### src/rtl/issue_scheduler_pkg.sv
// rtl/issue_scheduler_pkg.sv - shared encodings and payload constants for the issue stage
package issue_scheduler_pkg;

    localparam int NUM_UNITS = 6;

    // Tag-less payload: fmt(3) + alu_sel(3) + type(3) + instr(32) + next_pc(32) + rd/rs2/rs1(15)
    localparam int ISSUE_PAYLOAD_W = 88;

    typedef enum logic [2:0] {
        ADDER   = 3'd0,
        LOGICAL = 3'd1,
        SHIFTER = 3'd2,
        BRANCH  = 3'd3,
        MEMORY  = 3'd4,
        BYPASS  = 3'd5
    } alu_sel_e;

    typedef enum logic [2:0] {
        R_TYPE = 3'd0,
        I_TYPE = 3'd1,
        S_TYPE = 3'd2,
        B_TYPE = 3'd3,
        U_TYPE = 3'd4,
        J_TYPE = 3'd5
    } instr_format_e;

    // Unrecognised selector codes fall through to the bypass unit
    function automatic logic [NUM_UNITS-1:0] unit_onehot(input logic [2:0] sel);
        logic [NUM_UNITS-1:0] r;
        if (sel <= BYPASS) begin
            r = NUM_UNITS'(1) << sel;
        end else begin
            r = NUM_UNITS'(1) << BYPASS;
        end
        return r;
    endfunction

endpackage

### src/rtl/issue_scheduler_fifo.sv
// rtl/issue_scheduler_fifo.sv - synchronous payload FIFO with flush
module issue_fifo #(
    parameter int DEPTH = 4,
    parameter int W     = 8
) (
    input  logic         clk,
    input  logic         rst,
    input  logic         flush,
    input  logic [W-1:0] in_tdata,
    input  logic         in_tvalid,
    output logic         in_tready,
    output logic [W-1:0] out_tdata,
    output logic         out_tvalid,
    input  logic         out_tready
);
    localparam int AW = $clog2(DEPTH);
    localparam int CW = AW + 1;

    logic [W-1:0]  mem_q [DEPTH];
    logic [W-1:0]  mem_d [DEPTH];
    logic [AW-1:0] wr_ptr_q, wr_ptr_d;
    logic [AW-1:0] rd_ptr_q, rd_ptr_d;
    logic [CW-1:0] count_q, count_d;
    logic          push;
    logic          pop;

    // Ready depends only on the registered count, so a pop never frees a slot in the same cycle
    always_comb begin
        in_tready  = (count_q != CW'(DEPTH));
        out_tvalid = (count_q != '0);
        out_tdata  = out_tvalid ? mem_q[rd_ptr_q] : '0;
        push       = in_tvalid & in_tready & ~flush;
        pop        = out_tvalid & out_tready & ~flush;
    end

    // Next-state for storage, pointers and occupancy; flush clears everything but the data array
    always_comb begin
        mem_d    = mem_q;
        wr_ptr_d = wr_ptr_q;
        rd_ptr_d = rd_ptr_q;
        count_d  = count_q;
        if (push) begin
            mem_d[wr_ptr_q] = in_tdata;
            wr_ptr_d        = wr_ptr_q + AW'(1);
        end
        if (pop) begin
            rd_ptr_d = rd_ptr_q + AW'(1);
        end
        count_d = count_q + CW'(push) - CW'(pop);
        if (flush) begin
            wr_ptr_d = '0;
            rd_ptr_d = '0;
            count_d  = '0;
        end
    end

    // State registers
    always_ff @(posedge clk) begin
        if (rst) begin
            mem_q    <= '{default: '0};
            wr_ptr_q <= '0;
            rd_ptr_q <= '0;
            count_q  <= '0;
        end else begin
            mem_q    <= mem_d;
            wr_ptr_q <= wr_ptr_d;
            rd_ptr_q <= rd_ptr_d;
            count_q  <= count_d;
        end
    end

endmodule

### src/rtl/issue_scheduler.sv
// rtl/issue_scheduler.sv - in-order issue stage with register scoreboard
module issue_scheduler
    import issue_scheduler_pkg::*;
#(
    parameter int DEPTH = 4,
    parameter int TAG_W = 4
) (
    input  logic             i_clk,
    input  logic             i_rst,
    input  logic             i_dec_valid,
    output logic             o_dec_ready,
    input  logic [4:0]       i_rs1,
    input  logic [4:0]       i_rs2,
    input  logic [4:0]       i_rd,
    input  logic [31:0]      i_next_pc,
    input  logic [31:0]      i_instr,
    input  logic [2:0]       i_instr_format,
    input  logic [2:0]       i_instr_type,
    input  logic [2:0]       i_alu_sel,
    input  logic [TAG_W-1:0] i_tag,
    input  logic [5:0]       i_unit_ready,
    output logic [5:0]       o_issue_valid,
    output logic [4:0]       o_issue_rs1,
    output logic [4:0]       o_issue_rs2,
    output logic [4:0]       o_issue_rd,
    output logic [31:0]      o_issue_next_pc,
    output logic [31:0]      o_issue_instr,
    output logic [2:0]       o_issue_instr_type,
    output logic [TAG_W-1:0] o_issue_tag,
    input  logic             i_wb_valid,
    input  logic [4:0]       i_wb_rd,
    input  logic [TAG_W-1:0] i_wb_tag,
    input  logic             i_flush,
    output logic [31:0]      o_sb_busy
);
    localparam int PW = ISSUE_PAYLOAD_W + TAG_W;

    logic [PW-1:0]    enq_data;
    logic [PW-1:0]    head_data;
    logic             head_valid;
    logic             fire;
    logic [2:0]       h_fmt;
    logic [2:0]       h_sel;
    logic             use_rs1, use_rs2, use_rd;
    logic             hazard;

    logic [31:0]      busy_q, busy_d;
    logic [TAG_W-1:0] owner_q [32];
    logic [TAG_W-1:0] owner_d [32];

    assign enq_data = {i_instr_format, i_alu_sel, i_instr_type, i_instr, i_next_pc,
                       i_rd, i_rs2, i_rs1, i_tag};

    issue_fifo #(
        .DEPTH (DEPTH),
        .W     (PW)
    ) u_fifo (
        .clk        (i_clk),
        .rst        (i_rst),
        .flush      (i_flush),
        .in_tdata   (enq_data),
        .in_tvalid  (i_dec_valid),
        .in_tready  (o_dec_ready),
        .out_tdata  (head_data),
        .out_tvalid (head_valid),
        .out_tready (fire)
    );

    // Decode the head entry, work out which registers it touches, and raise the one-hot request
    always_comb begin
        {h_fmt, h_sel, o_issue_instr_type, o_issue_instr, o_issue_next_pc,
         o_issue_rd, o_issue_rs2, o_issue_rs1, o_issue_tag} = head_data;
        use_rs1 = 1'b1;
        use_rs2 = 1'b1;
        use_rd  = 1'b1;
        case (h_fmt)
            I_TYPE:         use_rs2 = 1'b0;
            S_TYPE, B_TYPE: use_rd  = 1'b0;
            U_TYPE, J_TYPE: begin
                use_rs1 = 1'b0;
                use_rs2 = 1'b0;
            end
            default:        ;
        endcase
        hazard = (use_rs1 & busy_q[o_issue_rs1]) |
                 (use_rs2 & busy_q[o_issue_rs2]) |
                 (use_rd  & busy_q[o_issue_rd]);
        o_issue_valid = (head_valid & ~hazard & ~i_flush) ? unit_onehot(h_sel) : '0;
        fire          = |(o_issue_valid & i_unit_ready);
        o_sb_busy     = busy_q;
    end

    // Scoreboard update: tag-matched writeback clears, an issue to the same rd overrides it
    always_comb begin
        busy_d  = busy_q;
        owner_d = owner_q;
        if (i_wb_valid && busy_q[i_wb_rd] && (owner_q[i_wb_rd] == i_wb_tag)) begin
            busy_d[i_wb_rd] = 1'b0;
        end
        if (fire && use_rd && (o_issue_rd != 5'd0)) begin
            busy_d[o_issue_rd]  = 1'b1;
            owner_d[o_issue_rd] = o_issue_tag;
        end
        busy_d[0] = 1'b0;
    end

    // Scoreboard registers survive flush since in-flight work still writes back
    always_ff @(posedge i_clk) begin
        if (i_rst) begin
            busy_q  <= '0;
            owner_q <= '{default: '0};
        end else begin
            busy_q  <= busy_d;
            owner_q <= owner_d;
        end
    end

endmodule

### config.mk
export PLATFORM = sky130hd
export DESIGN_NAME = issue_scheduler
export DESIGN_NICKNAME = d
export VERILOG_FILES = /design/src/rtl/issue_scheduler_pkg.sv /design/src/rtl/issue_scheduler_fifo.sv /design/src/rtl/issue_scheduler.sv
export SDC_FILE = /design/constraint.sdc
export NUM_CORES = 1
export LEC_CHECK = 0
export CAP_MARGIN = 20
export CORE_ASPECT_RATIO = 0.9
export CORE_MARGIN = 4
export CORE_UTILIZATION = 40
export CTS_CLUSTER_DIAMETER = 60
export DETAILED_ROUTE_END_ITERATION = 10
export PLACE_DENSITY_LB_ADDON = 0.05
export SLEW_MARGIN = 25
export SYNTH_ARGS = -nofsm -noshare
export SYNTH_HDL_FRONTEND = slang
export SYNTH_SLANG_ARGS = --single-unit
### constraint.sdc
create_clock -name i_clk -period 3.7 [get_ports i_clk]
set_input_delay 0.37 -clock i_clk [delete_from_list [all_inputs] [get_ports i_clk]]
set_output_delay 0.37 -clock i_clk [all_outputs]
set_load 0.05 [all_outputs]
# After elaboration in Yosys (flattened, before gate mapping)
# Index checks and enable logic that the tools add are counted.
word_totals:
  regBits: 535
  input_bits: 112
  output_inout_bits: 125
  wordCells: 134
op_classes:
  addsub: 4
  magnitude_cmp: 13
  eq_ne: 7
  shifts: 1
  n_mux: 32
  bitwise_logic: 21
  reduce_logical: 15
op_table:
  columns: ["cell", "n"]
  rows:
  - ["368-bit bitwise mux", 1]
  - ["92-bit 2-to-1 mux", 4]
  - ["92-bit binary-select mux with 2-bit select", 1]
  - ["92-bit demux with 2-bit select", 1]
  - ["128-bit bitwise mux", 1]
  - ["32-bit 2-to-1 mux", 2]
  - ["32-bit AND", 1]
  - ["32-bit NOT", 1]
  - ["32-bit OR", 1]
  - ["5-bit by 6-bit less-than comparator with 1-bit output (second input constant)", 4]
  - ["1-bit binary-select mux with 5-bit select", 4]
  - ["4-bit binary-select mux with 5-bit select", 1]
  - ["4-bit demux with 5-bit select", 1]
  - ["6-bit >= comparator (second input constant)", 2]
  - ["4-bit 2-to-1 mux", 3]
  - ["6-bit 2-to-1 mux", 2]
  - ["5-bit NOT with 6-bit output", 2]
  - ["1-bit demux with 5-bit select", 2]
  - ["5-bit by 1-bit >= comparator with 1-bit output (second input constant)", 2]
  - ["1-bit AND", 9]
  - ["1-bit 2-to-1 mux", 9]
  - ["1-bit logical AND", 8]
  - ["6-bit AND", 1]
  - ["3-bit by 2-bit equality test with 1-bit output (second input constant)", 2]
  - ["20 further kinds", 28]

# Logic depth before layout (Yosys ltp)
logic_depth:
  word_depth: 20
  depth_mapped: 19
  depth_no_buf: 16

# Modules after synthesis
# A second synthesis with hierarchy kept.
unflattened:
  cells_unflattened: 2589
  area_unflattened_um2: 26415.3
modules_own_cells:
  columns: ["module", "instances", "cells_per_inst", "area_each_um2", "seq_area_each_um2"]
  rows:
  - ["issue_fifo", 1, 1553, 17623.2, 7507.2]
  - ["issue_scheduler", 1, 1036, 8792.2, 3183.1]

# Worst setup path after synthesis
# OpenSTA, ideal clock, no wires.
synth_path:
  path_kind: "reg-to-output"
  from: "reg u_fifo.rd_ptr_q[0]"
  to: "out o_issue_valid[2]"
  t_arrival_ns: 4.247
  required_ns: 3.330
  slack_ns: -0.917
  path_stages_with_launch: 11
  n_path_buf: 2
  cell_sequence: "dfxtp_1 buf_6 mux4_2 and2_1 a211oi_1 o21a_1 o311a_1 a311oi_1 buf_4 nand2_1 nor4b_1"
synth_between:
  elab_cells_between_ends: 34
  classes_between: "order compare: 1; eq/ne: 5; shift: 1; mux: 15; bitwise: 9; reduce/logical: 3"
synth_rtl:
  columns: ["item", "line_no", "text"]
  rows:
  - ["start, declared", "issue_scheduler_fifo.sv:22", "logic [AW-1:0] rd_ptr_q, rd_ptr_d;"]
  - ["start signal, assigned", "issue_scheduler_fifo.sv:67", "rd_ptr_q <= rd_ptr_d;"]
  - ["2-bit NOT with 3-bit output (not written as such)", "issue_scheduler_fifo.sv:31", "out_tdata = out_tvalid ? mem_q[rd_ptr_q] : '0;"]
  - ["92-bit binary-select mux with 2-bit select", "issue_scheduler_fifo.sv:31", null]
  - ["92-bit 2-to-1 mux (not written as such) (2 in series)", "issue_scheduler_fifo.sv:31", null]
  - ["92-bit 2-to-1 mux", "issue_scheduler_fifo.sv:31", null]
  - ["via o_issue_rs2[1]", "issue_scheduler.sv:24", "output logic [4:0] o_issue_rs2,"]
  - ["1-bit binary-select mux with 5-bit select", "issue_scheduler.sv:86", "(use_rs2 & busy_q[o_issue_rs2]) |"]
  - ["1-bit 2-to-1 mux (not written as such)", "issue_scheduler.sv:86", null]
  - ["1-bit AND", "issue_scheduler.sv:86", null]
  - ["1-bit OR", "issue_scheduler.sv:85", "hazard = (use_rs1 & busy_q[o_issue_rs1]) |"]
  - ["1-bit OR", "issue_scheduler.sv:86", null]
  - ["1-bit NOT", "issue_scheduler.sv:88", "o_issue_valid = (head_valid & ~hazard & ~i_flush) ? unit_onehot(h_sel) : '0;"]
  - ["1-bit AND (2 in series)", "issue_scheduler.sv:88", null]
  - ["6-bit 2-to-1 mux", "issue_scheduler.sv:88", null]
  - ["end, declared", "issue_scheduler.sv:22", "output logic [5:0] o_issue_valid,"]
# The timed path passes the listed nets, and every way through them passes these cells. The select of a mux whose other input is x is not followed.

# Worst setup path in the final report
layout_path:
  from: "reg u_fifo.rd_ptr_q[0]"
  to: "out o_issue_valid[0]"
layout_between:
  elab_chain_cells: 15
  elab_cells_between_ends: 34
  classes_between: "order compare: 1; eq/ne: 5; shift: 1; mux: 15; bitwise: 9; reduce/logical: 3"
layout_rtl:
  columns: ["item", "line_no"]
  rows:
  - ["2-bit NOT with 3-bit output (not written as such) *", "issue_scheduler_fifo.sv:31"]
  - ["92-bit binary-select mux with 2-bit select *", "issue_scheduler_fifo.sv:31"]
  - ["92-bit 2-to-1 mux (not written as such) * (2 in series)", "issue_scheduler_fifo.sv:31"]
  - ["92-bit 2-to-1 mux *", "issue_scheduler_fifo.sv:31"]
  - ["branches (longest 9 deep; another with 1-bit binary-select mux with 5-bit select)", null]
  - ["6-bit 2-to-1 mux *", "issue_scheduler.sv:88"]
# Every way passes the cells marked *. The select of a mux whose other input is x is not followed.

==> results <==
- The flow ran to the end, but the final reports show violations.
- The checks that failed: setup timing.
- The cell area after placement is 0.0289 mm2.
- After detailed routing, the total wire length is 85300 um.
- The net load switching power is 3.18 mW.
- Final hold analysis gives a worst-case slack of 0.0520 ns.
- The clock edge transition at the registers on the reported setup and hold paths is 0.06 ns.
- The total number of nets in the final design is 3174.
- The number of enable-type register cells in the synthesized netlist is 0.
- The number of pins with negative max-slew slack in the final report is 0.
- Input and output buffers added on the ports amount to 235.
- Headroom to the max-slew limit came out at 0.332.
- The effective utilization at floorplan is 0.405.
- The sequential power share is 0.452.
- The number of buffers added to fix hold violations after cts is 0.
- In the final layout, the multi-input gates occupy 0.0135 mm2.
- The sequential standard cell area is 0.0107 mm2.
- In this run the horizontal extent of the chip is 271 um.
- In the global route stage, met2 resource usage came out at 0.409.
- At the worst endpoint, the required time is 3.33 ns.
- Yosys instantiated no cell more often than sky130_fd_sc_hd__nand2_1.
- The worst setup path is of the reg2out kind.
- The register-to-register path setup slack is -0.23 ns.
- The via-per-instance ratio is 5.48.
- Summed over all nets, the half-perimeter wirelength after detailed placement is 54600 um.
- The final critical-path setup slack is -0.259 ns.
- The clock drives 534 sinks.
- The total grt overflow is 0.
- Across the VDD grid, the largest voltage drop is 372 uV.
- The slew at the pin closest to its max-slew limit is 1.00 ns.
- The total number of H-tree levels is 2.
- Setup repair after global routing could not meet its margin everywhere.
- The fraction of post-synthesis cell area in the top cell type by area is 0.429.
- The detail route stage leaves a number of antenna-violating nets equal to 0.
- The die covers 0.0663 mm2.
- The total of max-cap violations is 0.
- The number of standard cells in the final layout excluding fillers is 3944.
- Of the available clock period, the critical path in the final layout requires 1.07.
- The post-placement cell count is 3803.
- In the global route stage, met1 resource usage came out at 0.338.
- Cell internal power was estimated by the tool at 9.80 mW.
- The number of distinct library cells after synthesis is 75.
- The count of synthesis-stage warnings from yosys is 0.
- The final instance area is 0.0314 mm2.
- The initial antenna violation count was 9.
- In the synthesized netlist the async set-or-reset flop fraction comes to 0.
- The cell type with the largest total area after synthesis is sky130_fd_sc_hd__dfxtp_1.
- The synthesized area is 0.0249 mm2.
- The root cell of the clock tree is sky130_fd_sc_hd__clkbuf_16.
- The switching share of power is 0.245.
- The clock tree from TritonCTS is done.
- The core region is 0.0614 mm2.
- The clock network fraction of total power is 0.466.
- The post-layout total power is 13.0 mW.
- The flip-flop cell with the highest count after synthesis is sky130_fd_sc_hd__dfxtp_1.
- The site row count is 86.
- Across every metal layer, demand over resource in global routing totals 0.251.
- By area the synthesized netlist is led by sky130_fd_sc_hd__dfxtp_1 43%, sky130_fd_sc_hd__nand2_1 14%, sky130_fd_sc_hd__mux4_2 12%, sky130_fd_sc_hd__a21oi_1 8.2%, sky130_fd_sc_hd__mux2i_1 6.2%.
- The clock latency at the later pin of the worst-skew pair is 0.64 ns.
- The worst path arrival time is 3.59 ns.
- The worst setup path is launched from a flip-flop.
- At the end of routability-driven placement, the weighted congestion stood at 0.893.
- The final standard cell utilization of the core is 0.512.
- Of the synthesized area, sequential elements account for 0.429.
- Summing over every cut layer, the via total after detailed routing is 21600.
- The global-route wire length before repair is 131000 um.
- The via count of the first global-routing pass was 21700.
- The leakage power total is 11.3 nW.
- The detailed router finished its first iteration with 1619 violations.
- Compared with the post-synthesis result, the final layout area differs by 26.3%.
- In this run the worst path has a maximum fanout of 6.
- The share of power burned in combinational logic is 0.082.
- Power spread over the standard cell area amounts to 413 mW/mm2.
- The share of post-route cells with drive strength above 1 is 0.189.
- In the global route stage, met3 resource usage came out at 0.0589.
- The type of destination of the critical path is an output pin.
- After detailed routing, the number of remaining DRC violations is 0.
- Entering global routing, the biggest net connects 213 pins.
- Buffers inserted during clock tree synthesis total 61.
- Dividing the detail-routed wire length by the instance count gives 21.6 um.
- The die extent in y is 245 um.
- Setup violations remaining at the end of the flow were counted as 8.
- Derived from the worst setup path, the maximum achievable clock frequency is 0.253 GHz.
- The hold violation count in the final report is 0.
- In the synthesized netlist, the cells that appear most often are 904 x sky130_fd_sc_hd__nand2_1, 534 x sky130_fd_sc_hd__dfxtp_1, 406 x sky130_fd_sc_hd__a21oi_1.
- A synthesized cell averages 8.90 um2.
- met2 is the most crowded layer.
- Across the routed clock network, the largest skew measured is 0.0336 ns.
- The number of nets in the synthesized netlist is 2916.
- The total of flip-flops plus latches after synthesis is 534.
- The largest buffer count on any clock path is 3.
- Counting I/O delays and the setup requirement, the final critical path takes 3.96 ns.
- After filler insertion, the fill cell instance count of the layout stands at 5736.
- For this run, the detailed router's first-pass iteration total came to 5.
- The cell count after synthesis came out at 2797.
- The class of the tightest hold or removal check is in2reg.
- The top-level I/O count is 237.
-- what timing repair did --
item,CTS,global route
gates resized for setup,42,28
endpoints found under the setup margin,44,138
buffers inserted,20,5
gates cloned,2,0
pin swaps,19,12
-- area by class of cell --
| type | count | area share |
|---|---|---|
| Timing Repair Buffer | 429 | 0.131 |
| Multi-Input combinational cell | 2008 | 0.428 |
| Clock inverter | 23 | 0.00856 |
| Tap cell | 836 | 0.0333 |
| Inverter | 21 | 0.00267 |
| Clock buffer | 88 | 0.0556 |
| Sequential cell | 534 | 0.340 |
| Antenna cell | 5 | 0.000398 |
-- power by group through the flow --
stage               clock network [mW]  logic (mW)  registers [mW]
finish                            6.05        1.06            5.86
global route                      6.45        1.14            5.87
CTS                               6.20        1.05            5.86
detailed placement                   0        1.02            5.99
global placement                     0        1.01            5.99
floorplan                            0       0.570            5.98
-- state kept, by name, indices dropped and copies added (netlist names) --
signal / flops
u_fifo.wr_ptr_q: 2
o_sb_busy: 31
u_fifo.rd_ptr_q: 2
u_fifo.count_q: 3
owner_q: 128
u_fifo.mem_q: 368
-- through the flow --
step | worst slack, ns | TNS (ns)
after detailed placement | -0.160 | -1.26
final | -0.259 | -1.69
after global routing | -0.418 | -2.83
after CTS | -0.302 | -1.72
after global placement | -0.220 | -2.10
after floorplan | -0.0898 | -0.169
-- critical path: stages (launching register included) --
cell and delay, ns:
sky130_fd_sc_hd__dfxtp_4 0.40, sky130_fd_sc_hd__buf_8 0.16, sky130_fd_sc_hd__buf_6 0.12, sky130_fd_sc_hd__buf_6 0.09
sky130_fd_sc_hd__mux4_2 0.55, sky130_fd_sc_hd__buf_6 0.15, sky130_fd_sc_hd__o21bai_1 0.15, sky130_fd_sc_hd__a221o_1 0.34
sky130_fd_sc_hd__a311oi_4 0.36, sky130_fd_sc_hd__a311oi_4 0.09, sky130_fd_sc_hd__nand2_2 0.12, sky130_fd_sc_hd__buf_8 0.15
sky130_fd_sc_hd__buf_4 0.13, sky130_fd_sc_hd__nor2_4 0.04, sky130_fd_sc_hd__buf_12 0.15
-- per-layer routing --
metal  part of all wire  vias up
met5            0.00099        -
met3              0.068      125
li1                   -    10200
met4              0.020       10
met2               0.47      618
met1               0.44    10700
-- logic make-up after synthesis --
logic type,Yosys count,synth area share
AO/OA/AOI/OAI,527,0.118
XOR/XNOR,7,0.00246
adder cells (fa/ha/maj),7,0.00382
buffers and inverters,256,0.0447
flip-flops,534,0.429
multiplexers,294,0.185
other,1,0.000151
AND/OR/NAND/NOR,1171,0.216
-- final timing paths --
check	cells after the start	startpoint	end
worst min register to register	2	u_fifo.mem_q[123]	u_fifo.mem_q[123]
worst max-delay path	14	u_fifo.rd_ptr_q[0]	o_issue_valid[0]
worst min-delay path	2	i_rst	o_sb_busy[26]
worst max register to register	18	u_fifo.rd_ptr_q[0]	u_fifo.count_q[2]
-- cells in the final DEF, fill, tap and decap left out, drive strengths merged, types with 32 or more instances in the layout --
cell type / count
mux4: 134
mux2i: 155
clkdlybuf4s50: 172
and2: 88
clkbuf: 88
dfxtp: 534
nand4: 32
nand2: 904
nor3: 37
o21ai: 32
buf: 254
a21oi: 406
nor2: 32
(Power assumes the default switching activity.)
